--- config.mk ---
export PLATFORM = sky130hd
export DESIGN_NAME = lce_link_monitor
export DESIGN_NICKNAME = d
export VERILOG_FILES = /design/src/rtl/lce_link_pkg.sv /design/src/rtl/toggle_sync.sv /design/src/rtl/lce_link_monitor.sv
export SDC_FILE = /design/constraint.sdc
export NUM_CORES = 1
export LEC_CHECK = 0
export CORE_MARGIN = 2
export CORE_UTILIZATION = 48
export CTS_CLUSTER_DIAMETER = 120
export CTS_CLUSTER_SIZE = 10
export DETAILED_ROUTE_END_ITERATION = 8
export PLACE_DENSITY = 0.8
export REMOVE_ABC_BUFFERS = 1
export SETUP_SLACK_MARGIN = 0.15
export SLEW_MARGIN = 20
export SYNTH_ARGS = -nofsm -noshare
export SYNTH_HDL_FRONTEND = slang
export SYNTH_HIERARCHICAL = 1
export SYNTH_SLANG_ARGS = --single-unit
--- constraint.sdc ---
create_clock -name sim_clk -period 3.2 [get_ports sim_clk]
set_clock_uncertainty 0.1 [all_clocks]
set_input_delay 0.64 -clock sim_clk [delete_from_list [all_inputs] [get_ports sim_clk]]
set_output_delay 0.64 -clock sim_clk [all_outputs]
set_load 0.02 [all_outputs]
--- src/rtl/lce_link_pkg.sv ---
// Shared types and defaults for the board-to-board lce link monitor.
package lce_link_pkg;

  typedef enum logic [1:0] {
    LINK_DOWN    = 2'd0,
    LINK_ACQUIRE = 2'd1,
    LINK_LOCKED  = 2'd2,
    LINK_HOLD    = 2'd3
  } link_state_e;

  localparam logic [7:0]  LCE_FLOAT_EXP_INF   = 8'hFF;
  localparam logic [31:0] LCE_MIN_DEF         = 32'h3F00_0000;
  localparam logic [31:0] LCE_MAX_DEF         = 32'h3FC0_0000;
  localparam logic [31:0] LCE_DEFAULT_DEF     = 32'h3F80_0000;
  localparam int unsigned ACQ_FRAMES_DEF      = 32'd4;
  localparam int unsigned HOLD_CYC_DEF        = 32'd3;
  localparam int unsigned TIMEOUT_CYC_DEF     = 32'd64;

  // Positive, finite and inside [lo, hi]; positive floats order like unsigned ints.
  function automatic logic lce_frame_good(input logic [31:0] word,
                                          input logic [31:0] lo,
                                          input logic [31:0] hi);
    return (word[31] == 1'b0) && (word[30:23] != LCE_FLOAT_EXP_INF) &&
           (word >= lo) && (word <= hi);
  endfunction

endpackage

--- src/rtl/toggle_sync.sv ---
// Toggle-to-pulse crossing: 2-flop synchroniser, edge reference, one pulse per toggle.
module toggle_sync (
  input  logic sim_clk,
  input  logic reset_global,
  input  logic toggle,
  output logic frame_stb
);

  logic       sync1_r;
  logic       sync2_r;
  logic       ref_r;
  logic [1:0] prime_r;

  // Synchroniser chain; strobes stay masked until the chain holds a real sample of the input.
  always_ff @(posedge sim_clk or posedge reset_global) begin
    if (reset_global) begin
      sync1_r <= 1'b0;
      sync2_r <= 1'b0;
      ref_r   <= 1'b0;
      prime_r <= 2'd0;
    end else begin
      sync1_r <= toggle;
      sync2_r <= sync1_r;
      ref_r   <= sync2_r;
      if (prime_r != 2'd3) begin
        prime_r <= prime_r + 2'd1;
      end
    end
  end

  assign frame_stb = (prime_r == 2'd3) && (sync2_r ^ ref_r);

endmodule

--- src/rtl/lce_link_monitor.sv ---
// Validates SPI lce frames and runs the link FSM feeding the spindle.
// Define LCE_ERR_CNT_EN to build the error counters; otherwise they read zero.
module lce_link_monitor
  import lce_link_pkg::*;
#(
  parameter logic [31:0] LCE_MIN     = LCE_MIN_DEF,
  parameter logic [31:0] LCE_MAX     = LCE_MAX_DEF,
  parameter logic [31:0] LCE_DEFAULT = LCE_DEFAULT_DEF,
  parameter int unsigned ACQ_FRAMES  = ACQ_FRAMES_DEF,
  parameter int unsigned HOLD_CYC    = HOLD_CYC_DEF,
  parameter int unsigned TIMEOUT_CYC = TIMEOUT_CYC_DEF
) (
  input  logic        sim_clk,
  input  logic        reset_global,
  input  logic [31:0] rx_word,
  input  logic        rx_toggle,
  input  logic        clear_err,
  output logic [31:0] lce_out,
  output logic        lce_valid,
  output logic [1:0]  link_state,
  output logic        frame_stb,
  output logic [15:0] err_range_cnt,
  output logic [15:0] err_drop_cnt
);

  localparam logic [3:0] ACQ_C     = 4'(ACQ_FRAMES);
  localparam logic [7:0] HOLD_C    = 8'(HOLD_CYC);
  localparam logic [7:0] TIMEOUT_C = 8'(TIMEOUT_CYC);

  logic [31:0] rx_q_r;
  logic        frame_pend_r;
  logic [7:0]  gap_r;
  logic [3:0]  good_cnt_r, good_cnt_nxt_s;
  link_state_e state_r, state_nxt_s;
  logic [31:0] lce_r, lce_nxt_s;
  logic        valid_r;
  logic        good_s, gap_live_s, range_inc_s, drop_inc_s;

  toggle_sync u_toggle_sync (
    .sim_clk      (sim_clk),
    .reset_global (reset_global),
    .toggle       (rx_toggle),
    .frame_stb    (frame_stb)
  );

  // Frame capture and inter-frame gap counter.
  always_ff @(posedge sim_clk or posedge reset_global) begin
    if (reset_global) begin
      rx_q_r       <= 32'd0;
      frame_pend_r <= 1'b0;
      gap_r        <= 8'd0;
    end else begin
      frame_pend_r <= frame_stb;
      if (frame_stb) begin
        rx_q_r <= rx_word;
        gap_r  <= 8'd0;
      end else if (gap_r != TIMEOUT_C) begin
        gap_r <= gap_r + 8'd1;
      end
    end
  end

  assign good_s      = lce_frame_good(rx_q_r, LCE_MIN, LCE_MAX);
  assign range_inc_s = frame_pend_r && !good_s;
  // A frame in flight outranks any gap threshold reached on the same edge.
  assign gap_live_s  = !frame_stb && !frame_pend_r;

  // Link FSM next-state, lce selection and drop event.
  always_comb begin
    state_nxt_s    = state_r;
    good_cnt_nxt_s = good_cnt_r;
    lce_nxt_s      = lce_r;
    drop_inc_s     = 1'b0;
    case (state_r)
      LINK_DOWN: begin
        if (frame_pend_r && good_s) begin
          if (ACQ_C == 4'd1) begin
            state_nxt_s    = LINK_LOCKED;
            good_cnt_nxt_s = 4'd0;
            lce_nxt_s      = rx_q_r;
          end else begin
            state_nxt_s    = LINK_ACQUIRE;
            good_cnt_nxt_s = 4'd1;
          end
        end else begin
          lce_nxt_s = LCE_DEFAULT;
        end
      end
      LINK_ACQUIRE: begin
        if (frame_pend_r && good_s) begin
          if ((good_cnt_r + 4'd1) == ACQ_C) begin
            state_nxt_s    = LINK_LOCKED;
            good_cnt_nxt_s = 4'd0;
            lce_nxt_s      = rx_q_r;
          end else begin
            good_cnt_nxt_s = good_cnt_r + 4'd1;
          end
        end else if (frame_pend_r || (gap_live_s && (gap_r == TIMEOUT_C))) begin
          state_nxt_s    = LINK_DOWN;
          good_cnt_nxt_s = 4'd0;
          lce_nxt_s      = LCE_DEFAULT;
        end else begin
          good_cnt_nxt_s = good_cnt_r;
        end
      end
      LINK_LOCKED: begin
        if (frame_pend_r && good_s) begin
          lce_nxt_s = rx_q_r;
        end else if (gap_live_s && (gap_r > HOLD_C)) begin
          state_nxt_s = LINK_HOLD;
          drop_inc_s  = 1'b1;
        end else begin
          lce_nxt_s = lce_r;
        end
      end
      LINK_HOLD: begin
        if (frame_pend_r && good_s) begin
          state_nxt_s = LINK_LOCKED;
          lce_nxt_s   = rx_q_r;
        end else if (gap_live_s && (gap_r == TIMEOUT_C)) begin
          state_nxt_s = LINK_DOWN;
          lce_nxt_s   = LCE_DEFAULT;
        end else begin
          lce_nxt_s = lce_r;
        end
      end
      default: begin
        state_nxt_s    = LINK_DOWN;
        good_cnt_nxt_s = 4'd0;
        lce_nxt_s      = LCE_DEFAULT;
      end
    endcase
  end

  // FSM state and registered outputs.
  always_ff @(posedge sim_clk or posedge reset_global) begin
    if (reset_global) begin
      state_r    <= LINK_DOWN;
      good_cnt_r <= 4'd0;
      lce_r      <= LCE_DEFAULT;
      valid_r    <= 1'b0;
    end else begin
      state_r    <= state_nxt_s;
      good_cnt_r <= good_cnt_nxt_s;
      lce_r      <= lce_nxt_s;
      valid_r    <= (state_nxt_s == LINK_LOCKED) || (state_nxt_s == LINK_HOLD);
    end
  end

  assign lce_out    = lce_r;
  assign lce_valid  = valid_r;
  assign link_state = state_r;

`ifdef LCE_ERR_CNT_EN
  logic [15:0] err_range_r;
  logic [15:0] err_drop_r;

  // Saturating error counters; a clear outranks a same-cycle increment.
  always_ff @(posedge sim_clk or posedge reset_global) begin
    if (reset_global) begin
      err_range_r <= 16'd0;
      err_drop_r  <= 16'd0;
    end else if (clear_err) begin
      err_range_r <= 16'd0;
      err_drop_r  <= 16'd0;
    end else begin
      if (range_inc_s && (err_range_r != 16'hFFFF)) begin
        err_range_r <= err_range_r + 16'd1;
      end
      if (drop_inc_s && (err_drop_r != 16'hFFFF)) begin
        err_drop_r <= err_drop_r + 16'd1;
      end
    end
  end

  assign err_range_cnt = err_range_r;
  assign err_drop_cnt  = err_drop_r;
`else
  logic cnt_unused_s;
  assign cnt_unused_s  = clear_err ^ range_inc_s ^ drop_inc_s;
  assign err_range_cnt = 16'd0;
  assign err_drop_cnt  = 16'd0;
`endif

endmodule

==> impl_results.md <==
- Number of remaining DRC errors: 0
- YS warnings: 6
- Nets: 401
- Row Count: 32
- Netlist cell types: 45
- Layout cell share with drive strength beyond 1: 0.195
- Clk slew on worst S/H paths: 0.08 ns
- LEAKAGE: 2.01 nW
- DR vias: 2363
- Crit Path Max Fanout: 20
- Final hold violations: 0
- CP peak stage delay: 0.66 ns
- Critical Path Sink Type: output port
- Largest net degree at the start of global routing: 52
- Pre-antenna DRT Iters: 4
- Synth Register Bits: 84
- Vias in the first global route: 2316
- Top FF cell, synth: dfrtp_1
- TritonCTS Buffers: 9
- TritonCTS clock tree: yes
- Drt wl/cell: 14.3 um
- Reg-to-reg endpoint: lce_out[8]
- WL final: 6690 um
- Kind of critical path: flip-flop to output port
- Clk sinks: 84
- Die X: 92.2 um
- Synth-to-Final Area Change: 23.1%
- Crit path depth: 4
- GR Layer Usage met2: 0.278
- H-tree depth: 3
- Worst setup path end: frame_stb
- # diodes: 0
- M1 GR Usage: 0.210
- Peak supply drop: 0.287 mV
- Final HPWL DP: 4720 um
- Overall power: 0.00219 W
- Core ar.: 7650 um^2
- Post-DRT Antenna Nets: 0
- Initial drt markers: 86
- Fin Setup TNS: 0 ns
- DR vias/cell: 5.06
- Max_slew headroom: 0.313
- Initial Util: 0.488
- Max cap viols: 0
- Final setup vio count: 0
- Tightest Hold Check Type: flip-flop to flip-flop
- First-pass GRT wire length: 11100 um
- Hold Buf Count CTS: 0
- Slew Limit Fails: 0
- Slowest-stage cell, CP: clkdlybuf4s50_1
- Critical Path Source Type: flip-flop
- Remaining Overflow, GRT: 0
- IO buf count: 70
- Post-synthesis cell count: 288
- Worst-Margin Slew: 1.03 ns
- I/O pin count: 104
- Crit path DAT: 2.03 ns
- Final worst path period need: 2.77 ns
- Post-CTS setup buffer count: 0
- Flop2flop setup slack: 0.48 ns
- Seq/Total Area, Yosys: 0.565
- Die Y: 92.2 um
- CP bufs+invs: 2
- Max Fclk: 362 MHz
- RSZ-0062 raised after global routing: false
- Mux cell area share after synthesis: 0.106
- Die area: 8500 um^2
- Compound-Gate Fraction of Synth Area: 0.104
- Cells on worst reg2reg path: 7
- Crit share post-route: 0.864
- Cell Chain, Critical Path: ha_1, and2_2, buf_4, clkdlybuf4s50_1
- CP top delay family: buffers and inverters
- Most used routing layer: met2
- Mapped Area: 3730 um^2
- Worst Path Required: 2.46 ns
- Power per cell area: 476 nW/um^2
- Clock latency at the later pin of the worst-skew pair: 0.35 ns
- Clock buffer depth: 2
- Adder-cell share of the synthesized area: 0.0168
- Synth Area in XOR/XNOR: 0.0188
- Simple-Gate Fraction of Synth Area: 0.0928
- Hold_ws: 0.251 ns
- Timing startpoint of the critical path: u_toggle_sync/prime_r[0]
- Initial antenna violation count: 0
- Global Route Usage Sum: 0.168
- R2R Path Start: good_cnt_r[0]
- Status: finished, final reports clean
- Synth async-reset ratio: 1.00
- PostCTS Resize Cnt: 0
- Root Buffer: clkbuf_8
- Syn Area/Cell: 13.0 um^2
- Met3 GRT Util: 0.0542
- GPL Wtd Cong: 0.766
- Post-synth EDFFs: 0
- Largest family of logic cells by synthesized area: multiplexers
[logic make-up (layout without fill, tap and decap cells)]
family,after synthesis,in the layout
and+or+nand+nor,59,59
xor gates and xnor gates,8,8
AOI/OAI and AO/OA,45,45
buffers and inverters,51,97
muxes,35,35
adders and majority gates,5,5
other,1,32
DFF,84,84
[layout make-up]
type	count	area, um^2
clock inverters	6	71.3
inverters	6	23.8
repair buffers	75	751
flip-flops and latches	84	2110
clock buffers	10	128
multi-input cells	184	1390
well taps	102	128
fillers	607	3050
[worst register-to-register path, cell delays in order, from the launching register on]
cell,delay [ns]
dfrtp_1,0.43
ha_1,0.24
nand2b_1,0.15
o21ai_0,0.15
o211ai_1,0.21
o21bai_4,0.25
nor2b_2,0.86
a22o_1,0.27
[cells in the mapped netlist, drive strengths merged, types with 2 or more instances]
| cell type | count | area share |
|---|---|---|
| xor2 | 5 | 0.012 |
| o21bai | 2 | 0.010 |
| nor2b | 2 | 0.0034 |
| a21o | 2 | 0.0040 |
| nand3b | 2 | 0.0040 |
| a22o | 24 | 0.056 |
| o211ai | 2 | 0.0054 |
| a21oi | 4 | 0.0054 |
| and2 | 5 | 0.0087 |
| clkbuf | 5 | 0.0050 |
| nand2b | 10 | 0.019 |
| mux2i | 2 | 0.0054 |
| dfrtp | 77 | 0.52 |
| nand3 | 7 | 0.0094 |
| nor2 | 14 | 0.014 |
| dfstp | 7 | 0.049 |
| ha | 5 | 0.017 |
| buf | 40 | 0.084 |
| xnor2 | 3 | 0.0070 |
| o21ai | 4 | 0.0054 |
| mux2 | 33 | 0.10 |
| nand2 | 5 | 0.0057 |
| o2bb2ai | 2 | 0.0047 |
| nor3 | 3 | 0.0054 |
| nor4 | 6 | 0.014 |
| and3 | 2 | 0.0034 |
| inv | 6 | 0.0060 |
[through the flow]
stage                     area [um^2]  std cells  setup WS (ns)   util
after floorplan                  3520        274          0.320      -
after global placement           4400        451          0.614  0.575
after detailed placement         4400        451          0.519  0.575
after CTS                        4600        467          0.376  0.601
after global routing             4600        467          0.340  0.601
final                            4600        467          0.434  0.601
[power breakdown]
group	switching (W)	total, W	internal, W
clock network	0.000383	0.000751	0.000368
registers	0.0000571	0.00119	0.00113
logic	0.000121	0.000245	0.000123
total	0.000562	0.00219	0.00162
[metal layers]
metal / vias to the layer above / share of wire
li1: 1091 / -
met3: 6 / 0.055
met1: 1189 / 0.44
met5: - / 0
met2: 77 / 0.49
met4: 0 / 0.0088
[registers in the layout (all words and copies together), names as in the netlist]
| signal | flops |
|---|---|
| gap_r | 8 |
| rx_q_r | 32 |
| good_cnt_r | 4 |
| u_toggle_sync/prime_r | 2 |
| u_toggle_sync/sync1_r | 1 |
| link_state | 2 |
| frame_pend_r | 1 |
| u_toggle_sync/ref_r | 1 |
| u_toggle_sync/sync2_r | 1 |
| lce_out | 32 |
[worst min-delay path by stage]
stage	start	endpoint	slack, ns	cells past startpoint
final	u_toggle_sync/sync1_r	u_toggle_sync/sync2_r	0.25	0
after global routing	u_toggle_sync/sync1_r	u_toggle_sync/sync2_r	0.27	0
after CTS	u_toggle_sync/sync1_r	u_toggle_sync/sync2_r	0.25	0
after detailed placement	u_toggle_sync/sync1_r	u_toggle_sync/sync2_r	0.24	0
after global placement	u_toggle_sync/sync1_r	u_toggle_sync/sync2_r	0.24	0
after floorplan	u_toggle_sync/sync1_r	u_toggle_sync/sync2_r	0.23	0
[placed cells by master, fill, tap and decap left out, drive strengths merged, types with 7 or more instances in the layout]
cell / n
a22o: 24
clkbuf: 10
clkdlybuf4s50: 70
conb: 32
dfrtp: 77
dfstp: 7
inv: 7
mux2: 33
nand2b: 10
nand3: 7
nor2: 14
No activity file was read; power rests on OpenSTA's default activity.
